`src/rtl/seg7_pkg.sv`:
```
// -----------------------------------------------------------------------------
// seg7_pkg
// Shared constants for the 7-segment scan driver. It holds the segment bit
// positions inside seg_out, the active-high hex glyph table, and hex_to_seg(),
// which turns a 4-bit value into its g..a segment pattern.
// -----------------------------------------------------------------------------
package seg7_pkg;

  // Bit positions of each segment inside the 8-bit segment word.
  localparam int SEG_A  = 0;
  localparam int SEG_B  = 1;
  localparam int SEG_C  = 2;
  localparam int SEG_D  = 3;
  localparam int SEG_E  = 4;
  localparam int SEG_F  = 5;
  localparam int SEG_G  = 6;
  localparam int SEG_DP = 7;

  // Active-high glyphs. Each entry is {g,f,e,d,c,b,a}. Entry 0 sits at the
  // right-hand end of the concatenation.
  localparam logic [15:0][6:0] GLYPH_TABLE = {
    7'h71, 7'h79, 7'h5E, 7'h39, 7'h7C, 7'h77, 7'h6F, 7'h7F,  // F E d C b A 9 8
    7'h07, 7'h7D, 7'h6D, 7'h66, 7'h4F, 7'h5B, 7'h06, 7'h3F   // 7 6 5 4 3 2 1 0
  };

  // Returns the active-high g..a pattern for one nibble. Each bit is placed by
  // its named position, so the table packing and the pin order are tied
  // together in a single place.
  function automatic logic [6:0] hex_to_seg(input logic [3:0] nibble);
    logic [6:0] glyph;
    logic [6:0] seg;
    glyph = GLYPH_TABLE[nibble];
    seg = '0;
    seg[SEG_A] = glyph[0];
    seg[SEG_B] = glyph[1];
    seg[SEG_C] = glyph[2];
    seg[SEG_D] = glyph[3];
    seg[SEG_E] = glyph[4];
    seg[SEG_F] = glyph[5];
    seg[SEG_G] = glyph[6];
    return seg;
  endfunction

endpackage

```
`src/rtl/seg7_scan_driver_if.sv`:
```
// -----------------------------------------------------------------------------
// seg7_scan_driver_if
// Groups the data and display pins of the scan driver.
//   master : the datapath side. It drives clear/load/digits_in/dp_in/blink_en/
//            lz_blank and observes seg_out/an_out/frame_tick.
//   slave  : the driver itself.
// -----------------------------------------------------------------------------
interface seg7_scan_driver_if #(
  parameter int NUM_DIGITS = 4
);
  logic                    clear;
  logic                    load;
  logic [4*NUM_DIGITS-1:0] digits_in;
  logic [NUM_DIGITS-1:0]   dp_in;
  logic [NUM_DIGITS-1:0]   blink_en;
  logic                    lz_blank;
  logic [7:0]              seg_out;
  logic [NUM_DIGITS-1:0]   an_out;
  logic                    frame_tick;

  modport master (
    output clear, load, digits_in, dp_in, blink_en, lz_blank,
    input  seg_out, an_out, frame_tick
  );

  modport slave (
    input  clear, load, digits_in, dp_in, blink_en, lz_blank,
    output seg_out, an_out, frame_tick
  );
endinterface

```
`src/rtl/seg7_scan_timer.sv`:
```
// -----------------------------------------------------------------------------
// seg7_scan_timer
// Scan timebase for the driver. It contains:
//   - the slot prescaler p, which counts 0..CLK_DIV-1,
//   - the digit index idx, which advances when a slot ends,
//   - frame_tick, a registered one-cycle pulse after idx wraps to 0,
//   - a frame counter that toggles blink_phase every BLINK_FRAMES frames.
// Ports:
//   clk50MHz, rst  clock and asynchronous active-high reset
//   slot_active    p >= GUARD; the anode may be on
//   idx            digit currently being scanned
//   frame_tick     one-cycle pulse after the scan wraps to digit 0
//   blink_phase    1 = blinking digits are dark
// -----------------------------------------------------------------------------
module seg7_scan_timer #(
  parameter  int NUM_DIGITS   = 4,
  parameter  int CLK_DIV      = 10000,
  parameter  int GUARD        = 50,
  parameter  int BLINK_FRAMES = 250,
  localparam int IDX_W        = (NUM_DIGITS > 1) ? $clog2(NUM_DIGITS) : 1
) (
  input  logic             clk50MHz,
  input  logic             rst,
  output logic             slot_active,
  output logic [IDX_W-1:0] idx,
  output logic             frame_tick,
  output logic             blink_phase
);

  localparam int P_W  = $clog2(CLK_DIV);
  localparam int BC_W = (BLINK_FRAMES > 1) ? $clog2(BLINK_FRAMES) : 1;

  localparam logic [P_W-1:0]   P_LAST   = P_W'(CLK_DIV - 1);
  localparam logic [P_W-1:0]   P_GUARD  = P_W'(GUARD);
  localparam logic [IDX_W-1:0] IDX_LAST = IDX_W'(NUM_DIGITS - 1);
  localparam logic [BC_W-1:0]  BC_LAST  = BC_W'(BLINK_FRAMES - 1);

  logic [P_W-1:0]  p;
  logic [BC_W-1:0] blink_cnt;
  logic            slot_end;
  logic            frame_wrap;

  assign slot_end    = (p == P_LAST);
  assign frame_wrap  = slot_end && (idx == IDX_LAST);
  assign slot_active = (p >= P_GUARD);

  // NOTE: use non-blocking (<=) in clocked blocks. Every register then
  // samples values from before the edge, and the order of the statements
  // does not matter.
  always_ff @(posedge clk50MHz or posedge rst) begin
    if (rst) begin
      p           <= '0;
      idx         <= '0;
      frame_tick  <= 1'b0;
      blink_cnt   <= '0;
      blink_phase <= 1'b0;
    end else begin
      frame_tick <= frame_wrap;

      if (slot_end) begin
        p   <= '0;
        idx <= (idx == IDX_LAST) ? '0 : idx + 1'b1;
      end else begin
        p <= p + 1'b1;
      end

      if (frame_wrap) begin
        if (blink_cnt == BC_LAST) begin
          blink_cnt   <= '0;
          blink_phase <= ~blink_phase;
        end else begin
          blink_cnt <= blink_cnt + 1'b1;
        end
      end
    end
  end

endmodule

```
`src/rtl/seg7_scan_driver.sv`:
```
// -----------------------------------------------------------------------------
// seg7_scan_driver
// Time-multiplexed 7-segment driver. It latches NUM_DIGITS nibbles together
// with their decimal points and blink enables. It then scans one digit per
// slot, blanking all anodes for the first GUARD cycles of each slot to stop
// ghosting. It also applies leading-zero suppression and per-digit blinking.
// All outputs are registered, so they lag the scan state by one cycle.
// Ports:
//   clk50MHz, rst  clock and asynchronous active-high reset
//   bus (slave)    clear/load/digits_in/dp_in/blink_en/lz_blank in,
//                  seg_out ([6:0]=g..a, [7]=dp) / an_out / frame_tick out
// -----------------------------------------------------------------------------
module seg7_scan_driver
  import seg7_pkg::*;
#(
  parameter int NUM_DIGITS   = 4,
  parameter int CLK_DIV      = 10000,
  parameter int GUARD        = 50,
  parameter int BLINK_FRAMES = 250,
  parameter int ACTIVE_LOW   = 1
) (
  input logic              clk50MHz,
  input logic              rst,
  seg7_scan_driver_if.slave bus
);

  localparam int   IDX_W = (NUM_DIGITS > 1) ? $clog2(NUM_DIGITS) : 1;
  localparam logic INVERT = (ACTIVE_LOW != 0);

  logic [NUM_DIGITS-1:0][3:0] digits_q;
  logic [NUM_DIGITS-1:0]      dp_q;
  logic [NUM_DIGITS-1:0]      blink_q;

  logic                  slot_active;
  logic [IDX_W-1:0]      idx;
  logic                  blink_phase;

  logic [NUM_DIGITS-1:0] lead_zero;
  logic                  zero_run;
  logic                  blank;
  logic [7:0]            seg_hi;
  logic [NUM_DIGITS-1:0] an_hi;

  seg7_scan_timer #(
    .NUM_DIGITS   (NUM_DIGITS),
    .CLK_DIV      (CLK_DIV),
    .GUARD        (GUARD),
    .BLINK_FRAMES (BLINK_FRAMES)
  ) u_timer (
    .clk50MHz    (clk50MHz),
    .rst         (rst),
    .slot_active (slot_active),
    .idx         (idx),
    .frame_tick  (bus.frame_tick),
    .blink_phase (blink_phase)
  );

  // Digit latch. clear has priority over load. Neither touches the scan
  // timebase, so loading new data never disturbs the display rhythm.
  // NOTE: these few storage bits get a reset because the display must come
  // up dark and all-zero. Larger storage arrays would normally be left
  // without one.
  always_ff @(posedge clk50MHz or posedge rst) begin
    if (rst) begin
      digits_q <= '0;
      dp_q     <= '0;
      blink_q  <= '0;
    end else if (bus.clear) begin
      digits_q <= '0;
      dp_q     <= '0;
      blink_q  <= '0;
    end else if (bus.load) begin
      digits_q <= bus.digits_in;
      dp_q     <= bus.dp_in;
      blink_q  <= bus.blink_en;
    end
  end

  // lead_zero[i] = digit i and every digit above it are zero. Digit 0 is
  // never suppressed, so its bit stays 0.
  // NOTE: always_comb gives every output a default before any branch. A path
  // that leaves an output unassigned would otherwise infer a latch.
  always_comb begin
    lead_zero = '0;
    zero_run  = 1'b1;
    for (int i = NUM_DIGITS - 1; i > 0; i--) begin
      zero_run     = zero_run && (digits_q[i] == 4'h0);
      lead_zero[i] = zero_run;
    end
  end

  // Decode for the current slot, in active-high polarity. lz_blank is used
  // live rather than latched.
  always_comb begin
    blank  = (bus.lz_blank && lead_zero[idx]) || (blink_phase && blink_q[idx]);
    seg_hi = '0;
    if (!blank) begin
      seg_hi[SEG_G:SEG_A] = hex_to_seg(digits_q[idx]);
      seg_hi[SEG_DP]      = dp_q[idx];
    end
    an_hi = '0;
    if (slot_active) begin
      an_hi[idx] = 1'b1;
    end
  end

  // Output register. Polarity is applied here, so reset drives the pins
  // straight to their OFF level.
  always_ff @(posedge clk50MHz or posedge rst) begin
    if (rst) begin
      bus.seg_out <= INVERT ? '1 : '0;
      bus.an_out  <= INVERT ? '1 : '0;
    end else begin
      bus.seg_out <= INVERT ? ~seg_hi : seg_hi;
      bus.an_out  <= INVERT ? ~an_hi  : an_hi;
    end
  end

endmodule

```
`src/flat_wrapper.sv`:
```
// flat-port wrapper written by rule: the top's interface ports become plain ports
module seg7_scan_driver_flat import seg7_pkg::*;
#(
  parameter int NUM_DIGITS   = 4,
  parameter int CLK_DIV      = 10000,
  parameter int GUARD        = 50,
  parameter int BLINK_FRAMES = 250,
  parameter int ACTIVE_LOW   = 1
)
  (clk50MHz, rst, bus_clear, bus_load, bus_digits_in, bus_dp_in, bus_blink_en, bus_lz_blank, bus_seg_out, bus_an_out, bus_frame_tick);
  seg7_scan_driver_if #(.NUM_DIGITS(NUM_DIGITS)) bus_i ();
  input logic clk50MHz;
  input logic rst;
  input wire logic [$bits(bus_i.clear)-1:0] bus_clear;
  input wire logic [$bits(bus_i.load)-1:0] bus_load;
  input wire logic [$bits(bus_i.digits_in)-1:0] bus_digits_in;
  input wire logic [$bits(bus_i.dp_in)-1:0] bus_dp_in;
  input wire logic [$bits(bus_i.blink_en)-1:0] bus_blink_en;
  input wire logic [$bits(bus_i.lz_blank)-1:0] bus_lz_blank;
  output wire logic [$bits(bus_i.seg_out)-1:0] bus_seg_out;
  output wire logic [$bits(bus_i.an_out)-1:0] bus_an_out;
  output wire logic [$bits(bus_i.frame_tick)-1:0] bus_frame_tick;
  assign bus_i.clear = bus_clear;
  assign bus_i.load = bus_load;
  assign bus_i.digits_in = bus_digits_in;
  assign bus_i.dp_in = bus_dp_in;
  assign bus_i.blink_en = bus_blink_en;
  assign bus_i.lz_blank = bus_lz_blank;
  assign bus_seg_out = bus_i.seg_out;
  assign bus_an_out = bus_i.an_out;
  assign bus_frame_tick = bus_i.frame_tick;
  seg7_scan_driver #(.NUM_DIGITS(NUM_DIGITS), .CLK_DIV(CLK_DIV), .GUARD(GUARD), .BLINK_FRAMES(BLINK_FRAMES), .ACTIVE_LOW(ACTIVE_LOW)) u_core (.clk50MHz(clk50MHz), .rst(rst), .bus(bus_i));
endmodule
```
`config.mk`:
```
export PLATFORM = sky130hd
export DESIGN_NAME = seg7_scan_driver_flat
export DESIGN_NICKNAME = d
export VERILOG_FILES = /design/src/rtl/seg7_pkg.sv /design/src/rtl/seg7_scan_driver_if.sv /design/src/rtl/seg7_scan_timer.sv /design/src/rtl/seg7_scan_driver.sv /design/src/flat_wrapper.sv
export SDC_FILE = /design/constraint.sdc
export NUM_CORES = 1
export LEC_CHECK = 0
export CAP_MARGIN = 20
export CORE_MARGIN = 3
export CORE_UTILIZATION = 59
export CTS_CLUSTER_SIZE = 10
export DETAILED_ROUTE_END_ITERATION = 12
export GPL_TIMING_DRIVEN = 0
export PLACE_DENSITY = 0.85
export SYNTH_ARGS = -nofsm -noshare
export SYNTH_HDL_FRONTEND = slang
export SYNTH_SLANG_ARGS = --single-unit
```
`constraint.sdc`:
```
create_clock -name clk50MHz -period 3.6 [get_ports clk50MHz]
set_input_delay 0.72 -clock clk50MHz [delete_from_list [all_inputs] [get_ports clk50MHz]]
set_output_delay 0.72 -clock clk50MHz [all_outputs]
set_load 0.005 [all_outputs]
```
==> impl_metrics.py <==
metrics = {
    "global_routing": {
        "track_usage_pct": 22.7,
        "grt_overflow": 0,
        "grt_pass1_wl_mm": 10.8,
        "antenna_found_initial": 0,
        "grt_max_degree": 37,
        "grt_pass1_vias": 2264,
    },
    "layout": {
        "drive_gt1_share_pct": 13.8,
        "mostFrequentLayoutCells": "dfrtp_1, nor2_1, clkdlybuf4s50_1, mux2i_1, nand2_1",
        "post-route-cell-area_sq_mm": 0.00378,
        "antenna_cells": 0,
        "num-nets-final": 378,
        "areaGrowthSynthToFinish_pct": 21.8,
        "layout_commonest_cell": "dfrtp_1",
    },
    "sta": {
        "fin_crit_ns": 2.40,
        "hold_violations": 0,
        "setup_slack_ns": 1.20,
        "max_freq_mhz": 416,
        "drv_slew": 0,
        "slew-limit-headroom_pct": 49.3,
        "finClkSkew_ns": 0.00690,
        "post-route-period-util_pct": 66.8,
        "setup_violations": 0,
        "setup_tns_ns": 0,
        "worst_slew_pin_slew_ns": 0.761,
        "rsz0062_at_grt": "no",
    },
    "synthesis": {
        "syn_avg_cell_area_sq_um": 11.0,
        "async_flop_share_pct": 100,
        "netlist.area_leader.share_pct": 40.3,
        "syn_nets": 326,
        "synth-seq-cells": 62,
        "synthesis.area_sq_mm": 0.00310,
        "ys_seq_area_share_pct": 50.5,
        "synth_cells": 283,
        "synth_edf_count": 0,
        "yosys_warnings": 0,
        "synthTopCellsByArea": "dfrtp_1, dfstp_2, mux2i_1",
        "synthFlopType": "dfrtp_1",
        "netlist-cell-type-count": 43,
        "yosys.area.top_type": "dfrtp_1",
    },
    "clock_network": {
        "clk_pin_slew_ns": 0.06,
        "ctsResizeCount": 0,
        "cts_buffers": 9,
        "cts_tree": "yes",
        "cts_setup_buffers": 0,
        "clock_path_buffers": 2,
        "clock-sinks": 62,
        "cts-root-buf": "clkbuf_8",
        "cts_max_level": 3,
        "cts_hold_buf": 0,
        "clk_latency_ns": 0.34,
    },
    "setup_path": {
        "worstSetupEndpointType": "register",
        "critical_path_class": "register to register",
        "crit_arrival_ns": 2.66,
        "crit_fanout": 10,
        "cp-start-kind": "register",
        "reg2reg_depth": 8,
        "required_ns": 3.86,
    },
    "flow_run": {
        "max-cap-violations": 0,
    },
    "power": {
        "p_per_area_mw_per_mm2": 379,
        "ir_drop_uv": 307,
        "p_leak_nw": 1.73,
    },
    "die": {
        "die_y_um": 78.5,
        "coreArea_sq_mm": 0.00491,
        "die-area_sq_mm": 0.00616,
        "start_util_pct": 63.2,
        "pin_count": 42,
        "std_cell_rows": 25,
        "die_w_um": 78.5,
    },
    "outcome": {
        "status": "finished, final reports clean",
    },
    "min_path": {
        "worstHoldPathCells": 1,
        "min_path_type": "register to register",
    },
    "drt": {
        "dr.pass1.iters": 4,
        "drt_iter0_drc": 148,
        "routed_wl_mm": 6.26,
        "ant_nets": 0,
        "viasPerCell": 5.68,
        "avgRoutedWirePerCell_um": 15.4,
        "via_count": 2313,
        "route.detailed.drc": 0,
    },
    "placed_design": {
        "pre_cts_slack_ns": 1.21,
        "port_buffers": 40,
        "placement.cell_area_sq_mm": 0.00361,
        "place.gp.congestion": 0.847,
        "dp_hpwl_mm": 4.50,
    },
}
[report_power, final]
group          internal, W  switching, W
Combinational    0.0000817     0.0000700
Clock             0.000288      0.000250
Sequential        0.000728     0.0000136
[synthesized netlist by cell type (2+ instances only)]
| cell | n |
|---|---|
| xor2_1 | 8 |
| or2_2 | 2 |
| xnor2_1 | 5 |
| a211o_1 | 2 |
| a21oi_1 | 4 |
| mux2_2 | 4 |
| nand2_1 | 22 |
| inv_1 | 8 |
| nor4_1 | 3 |
| nand3_1 | 12 |
| clkbuf_1 | 6 |
| buf_2 | 3 |
| or4_1 | 3 |
| a31oi_1 | 4 |
| nor2_1 | 40 |
| o31ai_1 | 5 |
| dfstp_2 | 12 |
| ha_1 | 14 |
| o221ai_1 | 2 |
| and2_1 | 2 |
| mux4_2 | 4 |
| and3_1 | 5 |
| o21ai_0 | 12 |
| mux2i_1 | 30 |
| nor3_1 | 2 |
| o211ai_1 | 2 |
| or3b_2 | 2 |
| dfrtp_1 | 50 |
[final timing paths]
| path | startpoint | endpoint | slack [ns] |
|---|---|---|---|
| setup / recovery | u_core.u_timer.idx[0] | u_core.bus.seg_out[0] | 1.20 |
| hold / removal | u_core.u_timer.p[0] | u_core.u_timer.p[0] | 0.50 |
| setup reg to reg | u_core.u_timer.idx[0] | u_core.bus.seg_out[0] | 1.20 |
| hold reg to reg | u_core.u_timer.p[0] | u_core.u_timer.p[0] | 0.50 |
| max in group asynchronous | rst | u_core.bus.an_out[2] | 2.18 |
| min in group asynchronous | rst | u_core.u_timer.blink_cnt[5] | 0.76 |
[kinds of logic (layout without fill, tap and decap cells)]
group                      Yosys count  after routing  share of synthesized area [%]
buffers and inverters               18             75                           2.30
adders and majority gates           14             14                           5.65
xor gates and xnor gates            13             13                           3.67
muxes                               38             38                           14.0
DFF                                 62             62                           50.5
AOI/OAI and AO/OA                   35             35                           7.34
and+or+nand+nor                    103            103                           16.5
[critical path, cell delays in order (launching register included)]
cell     delay (ns)
dfrtp_1        0.40
buf_2          0.30
mux4_2         0.63
inv_1          0.15
ha_1           0.32
mux2i_1        0.11
a21oi_1        0.16
a21oi_1        0.08
o21ai_0        0.18
[layer usage]
| metal | routed length, um | global-route usage, % | share of wire [%] |
|---|---|---|---|
| met3 | 273 | 4.36 | 4.4 |
| met2 | 3010 | 34.2 | 48 |
| met1 | 2850 | 31.3 | 46 |
| met4 | 123 | 11.7 | 2.0 |
| met5 | 0 | 0 | 0 |
[through the flow]
stage               hold slack (ns)  instances  total power [W]  utilization, %
finish                        0.500        407          0.00143            76.9
global route                  0.518        407          0.00150            76.9
CTS                           0.502        407          0.00144            76.9
detailed placement            0.479        391         0.000905            73.4
global placement              0.486        390         0.000894            73.0
floorplan                     0.443        283         0.000830               -
[state kept, by name, summed over array words and instances, names as in the netlist, 2 cells and up]
register and flops:
u_core.u_timer.p 14, u_core.blink_q 4, u_core.u_timer.idx 2, u_core.bus.an_out 4, u_core.dp_q 4, u_core.bus.seg_out 8
u_core.digits_q 16, u_core.u_timer.blink_cnt 8
[final cells by class]
cell class	instances	area, sq um
inverters	9	33.8
clock buffers	15	166
plain buffers	9	37.5
repair buffers	41	420
flip-flops and latches	62	1570
clock inverters	1	5.00
multi-input cells	203	1460
well taps	67	83.8
fillers	330	1130
No activity file was read; power rests on OpenSTA's default activity.
